### src/rtl/aes_v2_lanes.sv
// aes_v2_lanes: lane-parallel AES v2 SubBytes / MixColumn unit.
//
// LANES output bytes are produced per cycle, so one instruction takes
// STEPS = 4/LANES compute cycles. The result is presented on rd together
// with a single-cycle ready pulse.
//
// Ports:
//   g_clk     clock
//   g_resetn  asynchronous active-low reset
//   valid     request, held with stable operands until ready
//   sub       1 = SubBytes, 0 = MixColumn
//   enc       1 = forward, 0 = inverse
//   rs1, rs2  source operands (bytes m0..m3 are gathered from both)
//   ready     one-cycle pulse, rd valid in this cycle
//   rd        registered 32-bit result
//   busy      high while the FSM is in BUSY
//
// Also contains aes_sbox, the forward/inverse AES S-box used per lane.

// aes_sbox: combinational AES S-box.
//   a    input byte
//   inv  0 = forward S, 1 = inverse S
//   s    substituted byte
module aes_sbox (
  input  logic [7:0] a,
  input  logic       inv,
  output logic [7:0] s
);

  function automatic logic [7:0] xt(input logic [7:0] b);
    return {b[6:0], 1'b0} ^ (b[7] ? 8'h1b : 8'h00);
  endfunction

  function automatic logic [7:0] gf_mul(input logic [7:0] x, input logic [7:0] y);
    logic [7:0] acc;
    logic [7:0] p;
    acc = 8'h00;
    p   = x;
    for (int i = 0; i < 8; i++) begin
      if (y[i]) acc = acc ^ p;
      p = xt(p);
    end
    return acc;
  endfunction

  // Multiplicative inverse as x^254 = x^2 * x^4 * ... * x^128 (0 maps to 0).
  function automatic logic [7:0] gf_inv(input logic [7:0] x);
    logic [7:0] r;
    logic [7:0] p;
    r = 8'h01;
    p = x;
    for (int i = 1; i < 8; i++) begin
      p = gf_mul(p, p);
      r = gf_mul(r, p);
    end
    return r;
  endfunction

  function automatic logic [7:0] rotl(input logic [7:0] b, input int n);
    logic [15:0] d;
    d = {b, b} << n;
    return d[15:8];
  endfunction

  logic [7:0] t;

  // Forward: affine(inverse(a)). Inverse: inverse(inverse_affine(a)).
  always_comb begin
    t = 8'h00;
    s = 8'h00;
    if (!inv) begin
      t = gf_inv(a);
      s = t ^ rotl(t, 1) ^ rotl(t, 2) ^ rotl(t, 3) ^ rotl(t, 4) ^ 8'h63;
    end else begin
      t = rotl(a, 1) ^ rotl(a, 3) ^ rotl(a, 6) ^ 8'h05;
      s = gf_inv(t);
    end
  end

endmodule

module aes_v2_lanes #(
  parameter int LANES = 1
) (
  input  logic        g_clk,
  input  logic        g_resetn,
  input  logic        valid,
  input  logic        sub,
  input  logic        enc,
  input  logic [31:0] rs1,
  input  logic [31:0] rs2,
  output logic        ready,
  output logic [31:0] rd,
  output logic        busy
);

  localparam int         STEPS     = 4 / LANES;
  localparam logic [1:0] LAST_STEP = 2'(STEPS - 1);

  generate
    if (LANES != 1 && LANES != 2 && LANES != 4) begin : g_bad_lanes
      $error("aes_v2_lanes: LANES must be 1, 2 or 4");
    end
  endgenerate

  typedef enum logic [1:0] {IDLE, BUSY, DONE} state_t;

  state_t     state;
  state_t     state_next;
  logic [1:0] step;
  logic       last_step;
  logic       do_step;
  logic [7:0] m [4];
  logic [31:0] acc;
  logic [31:0] acc_next;
  logic [2*LANES-1:0] lane_idx;
  logic [8*LANES-1:0] lane_out;

  // Only half of each source register carries operand bytes.
  logic unused_operand_bits;
  assign unused_operand_bits = ^{rs1[15:8], rs1[31:24], rs2[7:0], rs2[23:16]};

  assign m[0] = rs1[7:0];
  assign m[1] = rs2[15:8];
  assign m[2] = rs1[23:16];
  assign m[3] = rs2[31:24];

  // step is 0 whenever the FSM is IDLE, so it is also the step index for
  // the first compute cycle.
  assign last_step = (step == LAST_STEP);

  function automatic logic [7:0] xt(input logic [7:0] b);
    return {b[6:0], 1'b0} ^ (b[7] ? 8'h1b : 8'h00);
  endfunction

  always_ff @(posedge g_clk or negedge g_resetn) begin
    if (!g_resetn) state <= IDLE;
    else           state <= state_next;
  end

  always_comb begin
    state_next = state;
    case (state)
      IDLE:    if (valid) state_next = last_step ? DONE : BUSY;
      BUSY: begin
        if (!valid)         state_next = IDLE;
        else if (last_step) state_next = DONE;
      end
      DONE:    state_next = IDLE;
      default: state_next = IDLE;
    endcase
  end

  // A valid seen in DONE still belongs to the finishing instruction, so
  // only IDLE and BUSY consume it.
  always_comb begin
    ready   = (state == DONE);
    busy    = (state == BUSY);
    do_step = valid && (state == IDLE || state == BUSY);
  end

  always_ff @(posedge g_clk or negedge g_resetn) begin
    if (!g_resetn)                    step <= 2'd0;
    else if (state == BUSY && !valid) step <= 2'd0;
    else if (do_step)                 step <= last_step ? 2'd0 : step + 2'd1;
  end

  // Lane j handles output byte step*LANES+j; the mod-4 wrap of the 2-bit
  // index also gives the rotated neighbours m(i+1..i+3).
  for (genvar j = 0; j < LANES; j++) begin : g_lane
    logic [1:0] idx;
    logic [7:0] a0, a1, a2, a3;
    logic [7:0] sbox_out, mix_fwd, mix_inv;
    logic [7:0] a0_2, a0_4, a0_8, a1_2, a1_4, a1_8, a2_2, a2_4, a2_8, a3_2, a3_4, a3_8;

    assign idx = 2'(int'(step) * LANES + j);
    assign a0  = m[idx];
    assign a1  = m[idx + 2'd1];
    assign a2  = m[idx + 2'd2];
    assign a3  = m[idx + 2'd3];

    aes_sbox u_sbox (.a(a0), .inv(!enc), .s(sbox_out));

    assign a0_2 = xt(a0);  assign a0_4 = xt(a0_2);  assign a0_8 = xt(a0_4);
    assign a1_2 = xt(a1);  assign a1_4 = xt(a1_2);  assign a1_8 = xt(a1_4);
    assign a2_2 = xt(a2);  assign a2_4 = xt(a2_2);  assign a2_8 = xt(a2_4);
    assign a3_2 = xt(a3);  assign a3_4 = xt(a3_2);  assign a3_8 = xt(a3_4);

    assign mix_fwd = a0_2 ^ (a1_2 ^ a1) ^ a2 ^ a3;
    assign mix_inv = (a0_8 ^ a0_4 ^ a0_2) ^ (a1_8 ^ a1_2 ^ a1)
                   ^ (a2_8 ^ a2_4 ^ a2)   ^ (a3_8 ^ a3);

    assign lane_idx[2*j +: 2] = idx;
    assign lane_out[8*j +: 8] = sub ? sbox_out : (enc ? mix_fwd : mix_inv);
  end

  always_comb begin
    acc_next = acc;
    for (int j = 0; j < LANES; j++) begin
      acc_next[{lane_idx[2*j +: 2], 3'b000} +: 8] = lane_out[8*j +: 8];
    end
  end

  // Partial bytes collect in acc; rd only takes the finished word, so an
  // aborted instruction leaves rd untouched.
  always_ff @(posedge g_clk or negedge g_resetn) begin
    if (!g_resetn) begin
      acc <= 32'h0;
      rd  <= 32'h0;
    end else if (do_step) begin
      acc <= acc_next;
      if (last_step) rd <= acc_next;
    end
  end

endmodule

### config.mk
export PLATFORM = sky130hd
export DESIGN_NAME = aes_v2_lanes
export DESIGN_NICKNAME = d
export VERILOG_FILES = /design/src/rtl/aes_v2_lanes.sv
export SDC_FILE = /design/constraint.sdc
export NUM_CORES = 1
export LEC_CHECK = 0
export CORE_ASPECT_RATIO = 1.25
export CORE_MARGIN = 1.5
export CORE_UTILIZATION = 60
export DETAILED_ROUTE_END_ITERATION = 10
export PLACE_DENSITY = 0.82
export SKIP_LAST_GASP = 1
export SYNTH_ARGS = -nofsm -noshare
export SYNTH_HDL_FRONTEND = slang
export SYNTH_SLANG_ARGS = --single-unit
### constraint.sdc
create_clock -name g_clk -period 50.8 [get_ports g_clk]
set_input_delay 10.16 -clock g_clk [delete_from_list [all_inputs] [get_ports g_clk]]
set_output_delay 10.16 -clock g_clk [all_outputs]
set_load 0.1 [all_outputs]
-- Word-level counts from Yosys, hierarchy flattened
Cells that the tools add are included.
- flip-flop bits (word level): 68
- input bits: 69
- output and inout bits: 34
- logic and storage cells: 1102
- $add $sub $neg: 4
- order comparisons: 4
- equality and inequality tests: 5
- shifts and indexed selects: 2
- muxes and demuxes: 662
- bitwise logic cells: 413
- reductions and logical operators: 8
- operators with widths (operator ; count):
    $mux W8 ; 444
    $xor A8 B8 Y8 ; 383
    $mux W5 ; 193
    $xor A8 B5 Y8 ; 10
    $bmux W8 S2 ; 4
    $bwmux W32 ; 1
    $shift A8 B7 Y32 const A ; 1
    $shiftx A8 B7 Y32 ; 1
    $mux W2 ; 9
    $mux W7 ; 2
    $not A1 Y1 ; 14
    $ge A3 B3 Y1 const B ; 4
    $mux W6 ; 2
    $not A2 Y3 ; 4
    $mux W4 ; 2
    $neg A5 Y7 ; 1
    $mux W3 ; 2
    $add A2 B2 Y2 const B ; 2
    $eq A2 B2 Y1 const B ; 2
    $not A4 Y4 ; 1
    $pmux W2 S2 ; 1
    $reduce_and A2 Y1 ; 2
    $ne A3 B2 Y1 const B ; 1
    $add A2 B1 Y2 const B ; 1
    9 further kinds ; 11

-- Longest topological paths before layout
- word-level depth: 197
- mapped depth: 77
- depth with buffers taken out: 62

-- Cells and area by module
A second synthesis with hierarchy kept.
- cell total of the unflattened synthesis: 4711
- area, all modules: 35631.7 um2
- modules (own cells, without submodules) (module ; times used ; cells an instance ; area each (um2) ; seq. area each (um2)):
    aes_sbox ; 1 ; 4246 ; 30690.7 ; 0.0
    aes_v2_lanes ; 1 ; 465 ; 4941.0 ; 1701.6

-- Least setup slack after synthesis
No wires, ideal clock.
- path type: input to register
- start point: input port rs2[24]
- end point: register acc[14]
- setup time: 0.122 ns
- arrival time: 26.363 ns
- required time: 50.678 ns
- slack: 24.315 ns
- cell stages on the path: 72
- path buffers: 11
- path through: mux4_2 buf_2 clkbuf_1 ha_1 buf_1 mux2i_1 or3_1 nand2_2 xor2_1 clkinv_1 ha_1 buf_1 inv_1 xnor3_1 nor3_1 mux2i_1 nand2_1 o22ai_1 [... 36 more ...] xnor2_1 a22oi_1 and4_1 clkbuf_1 clkbuf_1 nor3b_1 xor2_1 buf_2 xor2_1 mux2_1 a2111oi_2 xnor2_1 xnor3_1 xnor3_1 xnor3_1 xnor2_1 nand2_1 a32o_1
- longest elaborated chain between the ends: 196
- ends and longest elaborated chain (item ; RTL line ; text):
    start, declared ; 91 ; input logic [31:0] rs2,
    $bmux W8 S2 ; 177 ; assign a0 = m[idx];
    $mux W8 (implied by the code) (2 in a row) ; 177 ;
    $mux W8 ; 40 ; if (y[i]) acc = acc ^ p;
    $mux W8 ; 71 ; if (!inv) begin
    $xor A8 B8 Y8 ; 40 ;
    $mux W8 ; 40 ;
    $mux W8 ; 71 ;
    $xor A8 B8 Y8 ; 40 ;
    [... 176 more ...] ; - ;
    $mux W8 ; 40 ;
    $mux W8 ; 71 ;
    $xor A8 B8 Y8 (4 in a row) ; 73 ; s = t ^ rotl(t, 1) ^ rotl(t, 2) ^ rotl(t, 3) ^ rotl(t, 4) ^ 8'h63;
    $not A4 Y4 (no source line) ; - ;
    $mux W8 ; 71 ;
    $mux W8 (*) ; 194 ; assign lane_out[8*j +: 8] = sub ? sbox_out : (enc ? mix_fwd : mix_inv);
    $shiftx A8 B7 Y32 (*) ; 200 ; acc_next[{lane_idx[2*j +: 2], 3'b000} +: 8] = lane_out[8*j +: 8];
    $bwmux W32 (*) ; 200 ;
    end signal, assigned ; 211 ; acc <= acc_next;
    end, declared ; 114 ; logic [31:0] acc;
Every way passes the cells marked *; elsewhere a longest branch is shown, timed or not. The select of a mux whose other input is x is not followed.
A chain may end at the register's enable or synchronous reset.

-- Worst setup path in the final report
- start point: input port rs1[7]
- end point: register acc[17]
- longest elaborated chain between the ends: 196
- ends and longest elaborated chain (item ; RTL line ; text):
    start, declared ; 90 ; input logic [31:0] rs1,
    $bmux W8 S2 ; 177 ;
    $mux W8 (implied by the code) (2 in a row) ; 177 ;
    $mux W5 or $mux W8 (tied branches) ; 31, 133, 40 ;
    $xor A8 B8 Y8 or $mux W8 (tied branches) ; 31, 71 ;
    $xor A8 B8 Y8 ; 40 ;
    $mux W8 ; 40 ;
    $mux W8 ; 71 ;
    $xor A8 B8 Y8 ; 40 ;
    [... 176 more ...] ; - ;
    $mux W8 ; 40 ;
    $mux W8 ; 71 ;
    $xor A8 B8 Y8 (4 in a row) ; 73 ;
    $not A4 Y4 (no source line) ; - ;
    $mux W8 ; 71 ;
    $mux W8 (*) ; 194 ;
    $shiftx A8 B7 Y32 (*) ; 200 ;
    $bwmux W32 (*) ; 200 ;
Marks and branches as above.

==> flow_metrics.env <==
export IMPL_synth_seq_cells=68
export IMPL_cap_violations=0
export IMPL_grt_setup_unrepaired="false"
export IMPL_async_flop_share_pct=100.0
export IMPL_final_nets=4448
export IMPL_start_util_pct=60.98
export IMPL_wl_per_cell_um=18.03
export IMPL_finalSetupTns_ns=0
export IMPL_cpPeakStageDelay_ns=0.87
export IMPL_rows=95
export IMPL_finalMaxSlewViolations=0
export IMPL_cts_clk_slew_worst_paths_ns=0.06
export IMPL_postCtsHoldBufs=0
export IMPL_postCtsSetupRepairBufs=0
export IMPL_path_common_cell="xnor2_1"
export IMPL_crit_slowest_cell="xnor2_2"
export IMPL_syn_area_per_cell_um2=7.365
export IMPL_preCtsSetupSlack_ns=20.67
export IMPL_drc=0
export IMPL_worstPathMaxFanout=28
export IMPL_cp_end_kind="flop"
export IMPL_die_w_um=212.5
export IMPL_cts_buffers=9
export IMPL_final_cell_mix="xnor2_1 (899), nor2_1 (639), nand2_1 (436)"
export IMPL_fillers=4691
export IMPL_period_share_pct=59.28
export IMPL_drive_gt1_share_pct=8.366
export IMPL_grt_pass1_vias=29841
export IMPL_synth_edf_count=0
export IMPL_cts_path_max_buffers=2
export IMPL_yosysWarnings=0
export IMPL_synth_area_um2=32910
export IMPL_drt_wl_total_um=91890
export IMPL_cts_root_buf="clkbuf_16"
export IMPL_setup_viol=0
export IMPL_synth_top_area_share_pct=24.49
export IMPL_finalHoldViolations=0
export IMPL_fin_worst_skew_ns=0.007726
export IMPL_port_buffer_count=70
export IMPL_final_setup_worst_slack_ns=20.69
export IMPL_cts_htree_levels=3
export IMPL_core_area_um2=53960
export IMPL_postRouteAntennaNets=0
export IMPL_synth_top_area_cell="xnor2_1"
export IMPL_path_buf_inv=6
export IMPL_cpLargestDelayFamily="XOR/XNOR gates"
export IMPL_critical_path_class="in2reg"
export IMPL_antenna_found_initial=17
export IMPL_num_io_pins=103
export IMPL_synth_top_cells_by_area="xnor2_1 (24%), xnor3_1 (7.5%), nor2_1 (7.3%)"
export IMPL_grt_total_usage_pct=31.73
export IMPL_relSlewSlack_pct=23.46
export IMPL_seq_area_frac_synth_pct=5.171
export IMPL_hpwl_um=66480
export IMPL_synth_cell_types=113
export IMPL_worstMarginPinSlew_ns=1.140
export IMPL_post_cts_resized=0
export IMPL_cts_tree="built"
export IMPL_fmax_mhz=33.21
export IMPL_layout_commonest_cell="xnor2_1"
export IMPL_hold_class="reg2reg"
export IMPL_critPathLaunchType="primary input"
export IMPL_areaGrowthSynthToFinish_pct=5.316
export IMPL_crit_required_ns=51.03
export IMPL_die_y_um=264.8
export IMPL_vias=31760
export IMPL_grt_overflow=0
export IMPL_design_area_um2=34650
export IMPL_ys_flop_type="dfrtp_1"
export IMPL_placement_cell_area_um2=34330
export IMPL_grt_pass1_wl_um=149600
export IMPL_synthesis_nets=4557
export IMPL_arrival_ns=30.34
export IMPL_die_area_um2=56260
export IMPL_syn_inst=4468
export IMPL_dr_pass1_iters=7
export IMPL_period_minus_slack_ns=30.11
export IMPL_post_route_util_pct=64.22
export IMPL_clkSinkCount=68
export IMPL_grt_max_degree=69
export IMPL_drtIter0Drc=3647
export IMPL_place_congestion=0.9336
export IMPL_clock_latency_ns=0.34
export IMPL_outcome="completed"
export IMPL_avgViaCountPerCell=6.232
layout make-up:
class | instances | area (µm²) | area share (%)
Antenna cell | 6 | 15.01 | 0.04333
Clock inverter | 6 | 88.84 | 0.2563
Inverter | 60 | 225.2 | 0.6499
Clock buffer | 9 | 225.2 | 0.6499
Sequential cell | 68 | 1703 | 4.914
Tap cell | 727 | 909.6 | 2.625
Timing Repair Buffer | 193 | 1619 | 4.672
Multi-Input combinational cell | 4027 | 29870 | 86.19
final timing paths:
check	startpoint	end	slack, ns	cells after the start
min reg2reg	acc[30]	acc[30]	0.49	1
max in group asynchronous	g_resetn	step[0]	40.18	2
min	acc[30]	acc[30]	0.49	1
max reg2reg	step[0]	rd[14]	30.08	58
max	rs1[7]	acc[17]	20.69	62
min in group asynchronous	g_resetn	rd[4]	9.99	2
routing by layer:
| layer | track usage, % | routed length (µm) |
|---|---|---|
| met5 | 0 | 172 |
| met4 | 14.18 | 3491 |
| met3 | 4.182 | 7161 |
| met2 | 54.93 | 45060 |
| met1 | 38.94 | 36000 |
synthesized netlist by cell type, types with 11 or more instances:
| cell type | instances |
|---|---|
| xor2_1 | 254 |
| o211ai_1 | 29 |
| a22oi_1 | 35 |
| nand4_1 | 15 |
| a211oi_1 | 22 |
| clkinv_1 | 12 |
| dfrtp_1 | 68 |
| clkbuf_1 | 193 |
| a221oi_1 | 19 |
| nor4_1 | 18 |
| xnor2_4 | 13 |
| mux2_2 | 29 |
| o31ai_1 | 14 |
| nor2_1 | 640 |
| a31oi_1 | 61 |
| o22ai_1 | 65 |
| a22o_1 | 21 |
| xnor2_1 | 920 |
| mux4_2 | 23 |
| nor2b_1 | 30 |
| o21ai_0 | 203 |
| a21o_1 | 16 |
| ha_1 | 20 |
| xnor2_2 | 49 |
| a21oi_1 | 236 |
| o21a_1 | 11 |
| nor3b_1 | 14 |
| and2_1 | 32 |
| xnor3_1 | 109 |
| buf_2 | 78 |
| nand2_1 | 436 |
| or3_1 | 23 |
| xor2_2 | 13 |
| buf_4 | 18 |
| buf_1 | 19 |
| nand2b_1 | 58 |
| inv_1 | 42 |
| mux2i_1 | 119 |
| nand3_1 | 97 |
| nor3_1 | 125 |
| and3_1 | 22 |
| o21ai_1 | 18 |
cell families after synthesis:
family / Yosys count / share of synthesized area (%)
AND/OR/NAND/NOR: 1562 / 20.97
adder cells (fa/ha/maj): 22 / 0.8213
AO/OA/AOI/OAI: 887 / 17.17
flip-flops: 68 / 5.171
XOR/XNOR: 1381 / 44.59
multiplexers: 175 / 6.399
buffers and inverters: 373 / 4.882
flip-flops by register name (all words and copies together), names as in the netlist:
| register | cells |
|---|---|
| rd | 32 |
| step | 2 |
| acc | 32 |
| state | 2 |
per-stage QoR:
stage	instances	hold slack, ns
final	5096	0.4918
after detailed placement	5075	0.4770
after global placement	5075	0.4643
after global routing	5091	0.5083
after floorplan	4468	0.4509
after CTS	5090	0.4891
Power is left out: the tool's default activity adds up to more than one toggle a clock period on the data nets, which glitch-free logic cannot reach.
